## src/rtl/input_delay_fifo.sv

```systemverilog
// input_delay_fifo: FIFO whose entries become readable DELAY cycles after acceptance; define INPUT_DELAY_FIFO_STATS_EN to build the saturating drop counter
module input_delay_fifo #(
  parameter int DATA_W = 32,
  parameter int DEPTH  = 16,
  parameter int DELAY  = 15
) (
  input  logic                    clk,
  input  logic                    rst_n,
  input  logic                    flush,
  input  logic                    in_valid,
  input  logic [DATA_W-1:0]       in_data,
  output logic                    in_ready,
  output logic                    out_valid,
  output logic [DATA_W-1:0]       out_data,
  input  logic                    out_ready,
  output logic [$clog2(DEPTH):0]  level,
  output logic                    overflow,
  output logic [15:0]             drop_cnt
);
  localparam int AW = $clog2(DEPTH);
  localparam int LW = AW + 1;
  logic [DATA_W-1:0] r_mem [DEPTH];
  logic [AW-1:0]     r_wr_ptr, r_rd_ptr;
  logic [LW-1:0]     r_level, r_elig;
  logic [DELAY-1:0]  r_chain;
  logic              r_overflow;
  logic              w_full, w_exit, w_push, w_pop, w_drop;
  // Handshake decode; a sample leaving the chain is poppable in its exit cycle
  always_comb begin
    w_full    = r_level == LW'(DEPTH);
    w_exit    = r_chain[DELAY-1];
    in_ready  = rst_n & ~w_full & ~flush;
    out_valid = (r_elig != '0) | w_exit;
    w_push    = in_valid & in_ready;
    w_pop     = out_valid & out_ready & ~flush;
    w_drop    = in_valid & w_full & ~flush;
    out_data  = r_mem[r_rd_ptr];
    level     = r_level;
    overflow  = r_overflow;
  end
  // Sample storage, zeroed on reset so out_data reads 0 while idle
  always_ff @(posedge clk or negedge rst_n) begin
    if (!rst_n) begin
      for (int i = 0; i < DEPTH; i++) r_mem[i] <= '0;
    end else if (w_push) begin
      r_mem[r_wr_ptr] <= in_data;
    end
  end
  // Pointers, occupancy, eligible count and delay chain; flush beats push/pop
  always_ff @(posedge clk or negedge rst_n) begin
    if (!rst_n) begin
      r_wr_ptr   <= '0;
      r_rd_ptr   <= '0;
      r_level    <= '0;
      r_elig     <= '0;
      r_chain    <= '0;
      r_overflow <= 1'b0;
    end else if (flush) begin
      r_wr_ptr   <= '0;
      r_rd_ptr   <= '0;
      r_level    <= '0;
      r_elig     <= '0;
      r_chain    <= '0;
      r_overflow <= 1'b0;
    end else begin
      r_wr_ptr   <= r_wr_ptr + AW'(w_push);
      r_rd_ptr   <= r_rd_ptr + AW'(w_pop);
      r_level    <= r_level + LW'(w_push) - LW'(w_pop);
      r_elig     <= r_elig + LW'(w_exit) - LW'(w_pop);
      r_chain    <= (r_chain << 1) | DELAY'(w_push);
      r_overflow <= r_overflow | w_drop;
    end
  end
`ifdef INPUT_DELAY_FIFO_STATS_EN
  logic [15:0] r_drop_cnt;
  // Saturating count of samples refused while full
  always_ff @(posedge clk or negedge rst_n) begin
    if (!rst_n) r_drop_cnt <= '0;
    else if (flush) r_drop_cnt <= '0;
    else if (w_drop && r_drop_cnt != 16'hFFFF) r_drop_cnt <= r_drop_cnt + 16'd1;
  end
  assign drop_cnt = r_drop_cnt;
`else
  assign drop_cnt = '0;
`endif
endmodule

```

## config.mk

```make
export PLATFORM = sky130hd
export DESIGN_NAME = input_delay_fifo
export DESIGN_NICKNAME = d
export VERILOG_FILES = /design/src/rtl/input_delay_fifo.sv
export SDC_FILE = /design/constraint.sdc
export NUM_CORES = 1
export LEC_CHECK = 0
export ABC_AREA = 1
export BUFFER_PORTS_ARGS = -buffer_cell sky130_fd_sc_hd__buf_2
export CAP_MARGIN = 20
export CORE_ASPECT_RATIO = 0.6
export CORE_MARGIN = 1.5
export CORE_UTILIZATION = 55
export CTS_BUF_LIST = sky130_fd_sc_hd__clkbuf_8
export CTS_CLUSTER_SIZE = 24
export DETAILED_ROUTE_END_ITERATION = 10
export PLACE_DENSITY = 0.83
export REMOVE_ABC_BUFFERS = 1
export SYNTH_ARGS = -nofsm -noshare
export SYNTH_HDL_FRONTEND = slang
export SYNTH_SLANG_ARGS = --single-unit
```

## constraint.sdc

```tcl
create_clock -name clk -period 3.6 [get_ports clk]
set_clock_uncertainty 0.2 [all_clocks]
set_input_delay 0.72 -clock clk [delete_from_list [all_inputs] [get_ports clk]]
set_output_delay 0.72 -clock clk [all_outputs]
set_load 0.03 [all_outputs]
```

# Word-level counts from Yosys, hierarchy flattened
# Index checks and enable logic that the tools add are counted.
# classes
n_addsub	6
multipliers	0
n_div	0
magnitude_cmp	3
eq_ne	1
shift	0
n_mux	12
bitwise_logic	14
n_reduce_logical	2
# ops
cell	n
512-bit bitwise mux	1
32-bit binary-select mux with 4-bit select	1
32-bit demux with 4-bit select	1
32-bit 2-to-1 mux	3
15-bit 2-to-1 mux	1
15-bit by 1-bit bitwise OR with 15-bit output	1
5-bit by 1-bit adder with 5-bit output	2
5-bit >= comparator (second input constant)	2
5-bit 2-to-1 mux	2
4-bit inverter with 5-bit output	2
5-bit by 1-bit subtractor with 5-bit output	2
4-bit by 1-bit adder with 4-bit output	2
4-bit 2-to-1 mux	2
1-bit AND	7
5-bit equality test (second input constant)	1
5-bit by 1-bit < comparator with 1-bit output (second input constant)	1
5-bit nonzero test	1
1-bit inverter	2
1-bit bitwise OR	2
1-bit logical AND	1
1-bit 2-to-1 mux	1
# totals
ff_bits	546
latchBits	0
ramBits	0
mem_bits_ro	0
input_bits	37
out_inout_bits	56
word_cells	60
mem_count	0

# Depth between registers and ports, before layout
# Gate-level depths: netlist of run 1.
# depth
ltp_word	8
ltp_mapped	21

# Worst setup path after synthesis of run 1
# OpenSTA, ideal clock, no wires.
# synth_timing
path_kind	flip-flop to flip-flop
from	reg r_level[2], in the netlist level[2]
to	reg r_level[4], in the netlist level[4]
t_arrival_ns	3.230
required_time_ns	3.283
setup_slack_ns	0.053
path_stages_with_launch	21
path_buffers	1
synth_period_minus_slack_ns	3.547
path_cell_list	dfrtp_1 inv_1 ha_1 nand2_1 inv_1 nand2_4 buf_6 nand2_1 nor2_1 nand2_1 ha_1 inv_1 ha_1 inv_1 fa_1 inv_1 nand2_1 nand2_1 a21oi_1 nor2_1 nor2_1
# synth_between
elab_chain_cells	8
# synth_rtl
item	line	source
from (decl)	24	logic [LW-1:0] r_level, r_elig;
from (signal assigned)	68	r_level <= r_level + LW'(w_push) - LW'(w_pop);
5-bit equality test	30	w_full = r_level == LW'(DEPTH);
1-bit inverter	32	in_ready = rst_n & ~w_full & ~flush;
1-bit AND (2 in a row)	32	
net in_ready	12	output logic in_ready,
1-bit AND	34	w_push = in_valid & in_ready;
5-bit by 1-bit adder with 5-bit output	68	
5-bit by 1-bit subtractor with 5-bit output	68	
5-bit 2-to-1 mux	58	end else if (flush) begin
# The timed path passes the listed nets, and every way through them passes these cells.
# A chain may end at the register's enable or synchronous reset.

# Final worst setup path of run 1
# layout_timing
from	reg r_rd_ptr[2]
to	out out_data[6]
# layout_between
elab_chain_cells	4
# layout_rtl
item	line	source
from (decl)	23	logic [AW-1:0] r_wr_ptr, r_rd_ptr;
from (signal assigned)	67	r_rd_ptr <= r_rd_ptr + AW'(w_pop);
4-bit inverter with 5-bit output (not written as such)	37	out_data = r_mem[r_rd_ptr];
32-bit binary-select mux with 4-bit select	37	
32-bit 2-to-1 mux (not written as such) (2 in a row)	37	
to (decl)	14	output logic [DATA_W-1:0] out_data,
# Every way passes these cells. The select of a mux whose other input is x is not followed.

==> results of run 1 <==
[worst max-delay path, delay by kind of cell, from the launching register on]
| family | cells | cell delay (ps) |
|---|---|---|
| DFF | 1 | 650 |
| and+or+nand+nor | 3 | 370 |
| buffers and inverters | 3 | 900 |
[kinds of logic (layout without fill, tap and decap cells)]
kind of cell,count (synthesis),after routing,synth area share [%]
buffers and inverters,731,733,12.2
AOI/OAI and AO/OA,525,525,10.8
and+or+nand+nor,1671,1671,25.8
adders and majority gates,18,18,0.882
DFF,546,546,50.2
xor gates and xnor gates,3,3,0.0965
other,1,16,0.0138
[routing by layer]
layer  up-vias  global-route usage (%)  part of all wire (%)
li1      10800                       -                     -
met1     10600                    39.0                    44
met2       977                    42.7                    45
met3       121                    4.91                   9.0
met4         0                    8.11                   2.3
met5         -                       0                     0
[cells in the final DEF, fill, tap and decap left out, types with 3 or more instances in the layout]
cell	count
nand2_1	1212
nor2_1	52
inv_1	493
o21ai_0	194
nand4_4	16
o21ai_1	235
buf_12	13
dfrtp_4	3
buf_6	4
a21oi_1	10
clkbuf_8	99
conb_1	16
buf_2	75
ha_1	16
clkinv_2	4
dfrtp_1	542
buf_16	3
o21ai_2	86
nand3_1	387
clkinvlp_4	4
buf_4	29
[registers in the layout, indices dropped and copies added, names as in the netlist]
name      cells
r_elig        5
r_chain      15
r_rd_ptr      4
r_wr_ptr      4
r_mem       512
level         5
overflow      1
[worst max-delay path by stage]
stage | end | slack [ps]
finish | out_data[6] | 80
global route | out_data[6] | 0.006
CTS | out_data[15] | 8
detailed placement | out_data[15] | 610
global placement | level[4] | 620
floorplan | out_data[30] | -8300
[where the power goes]
part	total [mW]	internal (mW)	switching, mW
sequential	6.72	6.50	0.219
clock	4.92	2.53	2.39
combinational	3.90	1.24	2.66
[cell type report]
class	instances	area, sq um
clock buffers	99	1360
fillers	4214	19200
well taps	640	801
inverters	474	1790
repair buffers	127	1030
flip-flops and latches	546	13700
multi-input cells	2233	10300
clock inverters	33	170
[repair_timing]
item,CTS,global route
hold buffers,1,0
setup buffers,1,3
cloned,0,1
endpoints found under the hold margin,27,0
gates resized for setup,4,4
endpoints found under the setup margin,30,31
==> impl_metrics.tcl, run 1 <==
set metrics [dict create \
    status "completed" \
    postLayoutCoreUtil_pct 60.4 \
    place_area_sq_um 27500 \
    stdcell_area_sq_um 29200 \
    syn_inst 3495 \
    cts_sinks 546 \
    antenna_found_initial 0 \
    routed_via_density 5.41 \
    setup_viol 0 \
    yosys_most_used_dff "dfrtp_1" \
    io_pins 93 \
    dp_hpwl_um 35700 \
    r2r-end "level[4]" \
    clock_latency_ps 660 \
    syn_avg_cell_area_sq_um 7.79 \
    fin_cells 4152 \
    synth_top_area_share_pct 50.2 \
    cp.required_ps 2680 \
    rrSetupSlack_ps 770 \
    slew_violations 0 \
    drcViolationCount 0 \
    synth-seq-cells 546 \
    clk_pin_slew_ps 60 \
    async_flop_share_pct 100 \
    endpoint_kind "output pin" \
    leakagePower_nw 14.3 \
    period_share_pct 97.7 \
    synth_top_area_cell "dfrtp_1" \
    setup_slack_ps 82.8 \
    h-tree-depth 3 \
    timing.fmax_ghz 0.284 \
    cts_tree "built" \
    power_mw 15.5 \
    mappedNetlistArea_sq_um 27200 \
    grt_pass1_vias 21000 \
    worst_setup_path_start_kind "register" \
    hp-class "in2reg" \
    slowest_stage "dfrtp_4" \
    dp_slack_ps 609 \
    hold_violations 0 \
    gp_congestion 0.795 \
    clockBufferDepth 3 \
    wl_per_cell_um 16.4 \
    start_util_pct 56.4 \
    num_rows 62 \
    clockRootBuffer "clkbuf_8" \
    die_area_sq_um 50900 \
    holdCritStartpoint "in_valid" \
    ys_seq_area_share_pct 50.2 \
    grt_first_pass_wirelength_um 112000 \
    vias 22400 \
    synth.most_common_cell "nand2_1" \
    grt_max_degree 173 \
    antenna_cells 0 \
    drive_gt1_share_pct 9.85 \
    synthTopCellsByArea "dfrtp_1 50%, nand2_1 17%, nand3_1 7.1%" \
    final.setup.tns_ps 0 \
    drt_wl_total_um 68200 \
    ys_top_cells_by_count "1212 x nand2_1, 546 x dfrtp_1, 471 x inv_1" \
    r2r_cells 20 \
    yosysUniqueCellTypes 28 \
    ant_nets 0 \
    nNetsFinal 3516 \
    dr.pass1.iters 6 \
    cap_violations 0 \
    power.density_nw_per_um2 533 \
    crit-reg2reg-launch "level[2]" \
    path_class "reg2out" \
    cp_data_arrival_time_ps 2600 \
    coreArea_sq_um 48300 \
    fin_crit_ps 3520 \
    rsz0062_at_grt "no" \
    syn_to_final_growth_pct 7.11 \
    crit_chain "inv_2 > buf_16 > nand3_1 > nand3_1 > nand2_1 > buf_2" \
    synth_edf_count 0 \
    hold_depth 3 \
    worst_pin_slew_ps 1040 \
    die-width_um 290 \
    dp_cells 4014 \
    crit_start "r_rd_ptr[2]" \
    slowest_delay_ps 650 \
    ir_worst_vdd_v 0.000397 \
    cts_buffers 79 \
    grt_use_total_pct 27.3 \
    cp_max_fo 54 \
    grt-ovfl-total 0 \
    port_buffers 76 \
    drt_iter0_markers 2476 \
    holdPathEnd "r_chain[0]" \
    worst_path_most_repeated_cell "nand3_1" \
    hold_ws_ps 171 \
    yosysWarnings 0 \
    relSlewSlack_pct 30.4 \
    die_y_um 175 \
]
No activity file was read; power rests on OpenSTA's default activity.
==> run 2, diff against run 1 <==
Settings changed: CORE_UTILIZATION 55 to 45, PLACE_DENSITY 0.83 to 0.72.
==> run 2 against run 1 <==
  * The run now ends with negative hold slack left
  * Setup slack improved by 60 ps
  * Maximum frequency increased by 1.7%
  * First-iteration DRC count decreased by 8.6%
  * Critical endpoint is now out_data[30]
==> impl_metrics.tcl, run 2 (same netlist as run 1, synthesis figures left out) <==
set metrics [dict create \
    status "finished, violations left" \
    violations "negative hold slack" \
    h-tree-depth 3 \
    top_usage_layer "met2" \
    cts_tree "built" \
    setup_viol 0 \
    antenna_cells 0 \
    combPwrFrac_pct 24.8 \
    gp_congestion 0.793 \
    cts_buffers 81 \
    grt-ovfl-total 0 \
    grt_use_total_pct 22.9 \
    crit-reg2reg-launch "level[2]" \
    rsz0062_at_grt "yes" \
    mostFrequentLayoutCell "nand2_1" \
    hold_ws_ps -68.0 \
    endpoint_kind "output pin" \
    final.setup.tns_ps 0 \
    regArea_sq_um 13700 \
    p_seq_share_pct 43.2 \
    p_int_mw 10.3 \
    met3_usage_pct 3.50 \
    die_y_um 194 \
    wl_per_cell_um 16.3 \
    worst_setup_path_start_kind "register" \
    fill_cells 5745 \
    hold_violations 21 \
    cp_max_fo 103 \
    gr-usage-met1_pct 34.1 \
    num_rows 69 \
    hp-class "in2async" \
    cap_violations 0 \
    ir_worst_vdd_v 0.000261 \
    drt_wl_total_um 70200 \
    die_area_sq_um 62100 \
    largest_reg_flops 512 \
    timing.fmax_ghz 0.289 \
    power.density_nw_per_um2 527 \
    postLayoutCoreUtil_pct 49.6 \
    multi_input_area_sq_um 10300 \
    p_clk_share_pct 32.0 \
    grt_max_degree 171 \
    dr.pass1.iters 6 \
    clk_pin_slew_ps 70 \
    final_cell_mix "1212 x nand2_1, 542 x dfrtp_1, 497 x inv_1, 387 x nand3_1, 235 x o21ai_1" \
    clock_latency_ps 650 \
    use_met2_pct 34.8 \
    clockBufferDepth 3 \
    port_buffers 76 \
    antenna_found_initial 0 \
    clockRootBuffer "clkbuf_8" \
    grt_pass1_vias 20500 \
    crit_start "r_rd_ptr[0]" \
    start_util_pct 45.8 \
    fin_crit_ps 3460 \
    leakagePower_nw 14.4 \
    die-width_um 321 \
    io_pins 93 \
    routed_via_density 5.12 \
    regMostFlops "r_mem" \
    cp_data_arrival_time_ps 2540 \
    p_sw_mw 5.31 \
    nNetsFinal 3523 \
    drive_gt1_share_pct 10.0 \
    period_share_pct 96.0 \
    cp.required_ps 2680 \
    path_class "reg2out" \
    slew_violations 0 \
    vias 22000 \
    syn_to_final_growth_pct 8.39 \
    ant_nets 0 \
    dp_hpwl_um 37800 \
    reg_top3 "r_mem x512, r_chain x15" \
    drt_iter0_markers 2262 \
    stdcell_area_sq_um 29500 \
    cts_sinks 546 \
    p_sw_share_pct 34.1 \
    drcViolationCount 0 \
    worst_pin_slew_ps 1030 \
    relSlewSlack_pct 31.5 \
    place_area_sq_um 28000 \
    grt_first_pass_wirelength_um 114000 \
    coreArea_sq_um 59500 \
]
run 2: cell count changes in the layout (fill, tap and decap cells not counted), sizes merged:
cell / change
bufinv: +1
clkinv: +5
dlygate4sd3: -1
clkinvlp: -1
inv: +3
clkbuf: -4
buf: +7
run 2: through the flow:
step                instances  power, mW  worst slack [ps]
CTS                      4303       15.7              30.8
global placement         4166       10.7               662
detailed placement       4166       10.7               657
global route             4303       16.5             -3.66
finish                   4303       15.6               143
floorplan                3253       9.71             -8300
run 2: critical path, cell delays in order, from the launching register on:
cell	delay [ps]
dfrtp_4	530
buf_12	370
nand2_1	90
nand2_1	90
nand2_1	50
nand3_1	100
nand3_1	140
nand2_1	170
buf_2	210
run 2: power by group through the flow:
| stage | clock network [mW] | registers (mW) | logic [mW] |
|---|---|---|---|
| after global placement | 0 | 6.83 | 3.83 |
| after global routing | 5.37 | 6.77 | 4.34 |
| after CTS | 5.08 | 6.72 | 3.89 |
| after floorplan | 0 | 6.96 | 2.75 |
| after detailed placement | 0 | 6.83 | 3.87 |
| final | 4.98 | 6.73 | 3.86 |
run 2: path summary, 6_finish.rpt:
check,to,slack (ps),cells after the start
setup / recovery,out_data[30],140,8
hold / removal,level[4],-70,2
setup reg to reg,r_mem[360],820,10
hold reg to reg,r_chain[6],250,2
max in group asynchronous,r_mem[470],1720,3
min in group clk,r_chain[6],250,2
run 2: final cells by class:
type	count	share of cell area (%)
Sequential cell	546	46.3
Clock buffer	96	4.48
Tap cell	781	3.31
Timing Repair Buffer	132	4.02
Inverter	474	6.08
Clock inverter	41	0.771
Multi-Input combinational cell	2233	35.0
run 2: layer usage:
layer  vias up  part of all wire (%)
met5         -                     0
met4         0                   2.2
met3       122                   7.3
met2       755                    44
met1     10400                    47
li1      10800                     -
run 2: timing repair:
action	4_1_cts	5_1_grt
hold buffers	0	0
setup buffers	0	0
resized for setup	0	1
endpoints found under the setup margin	0	15
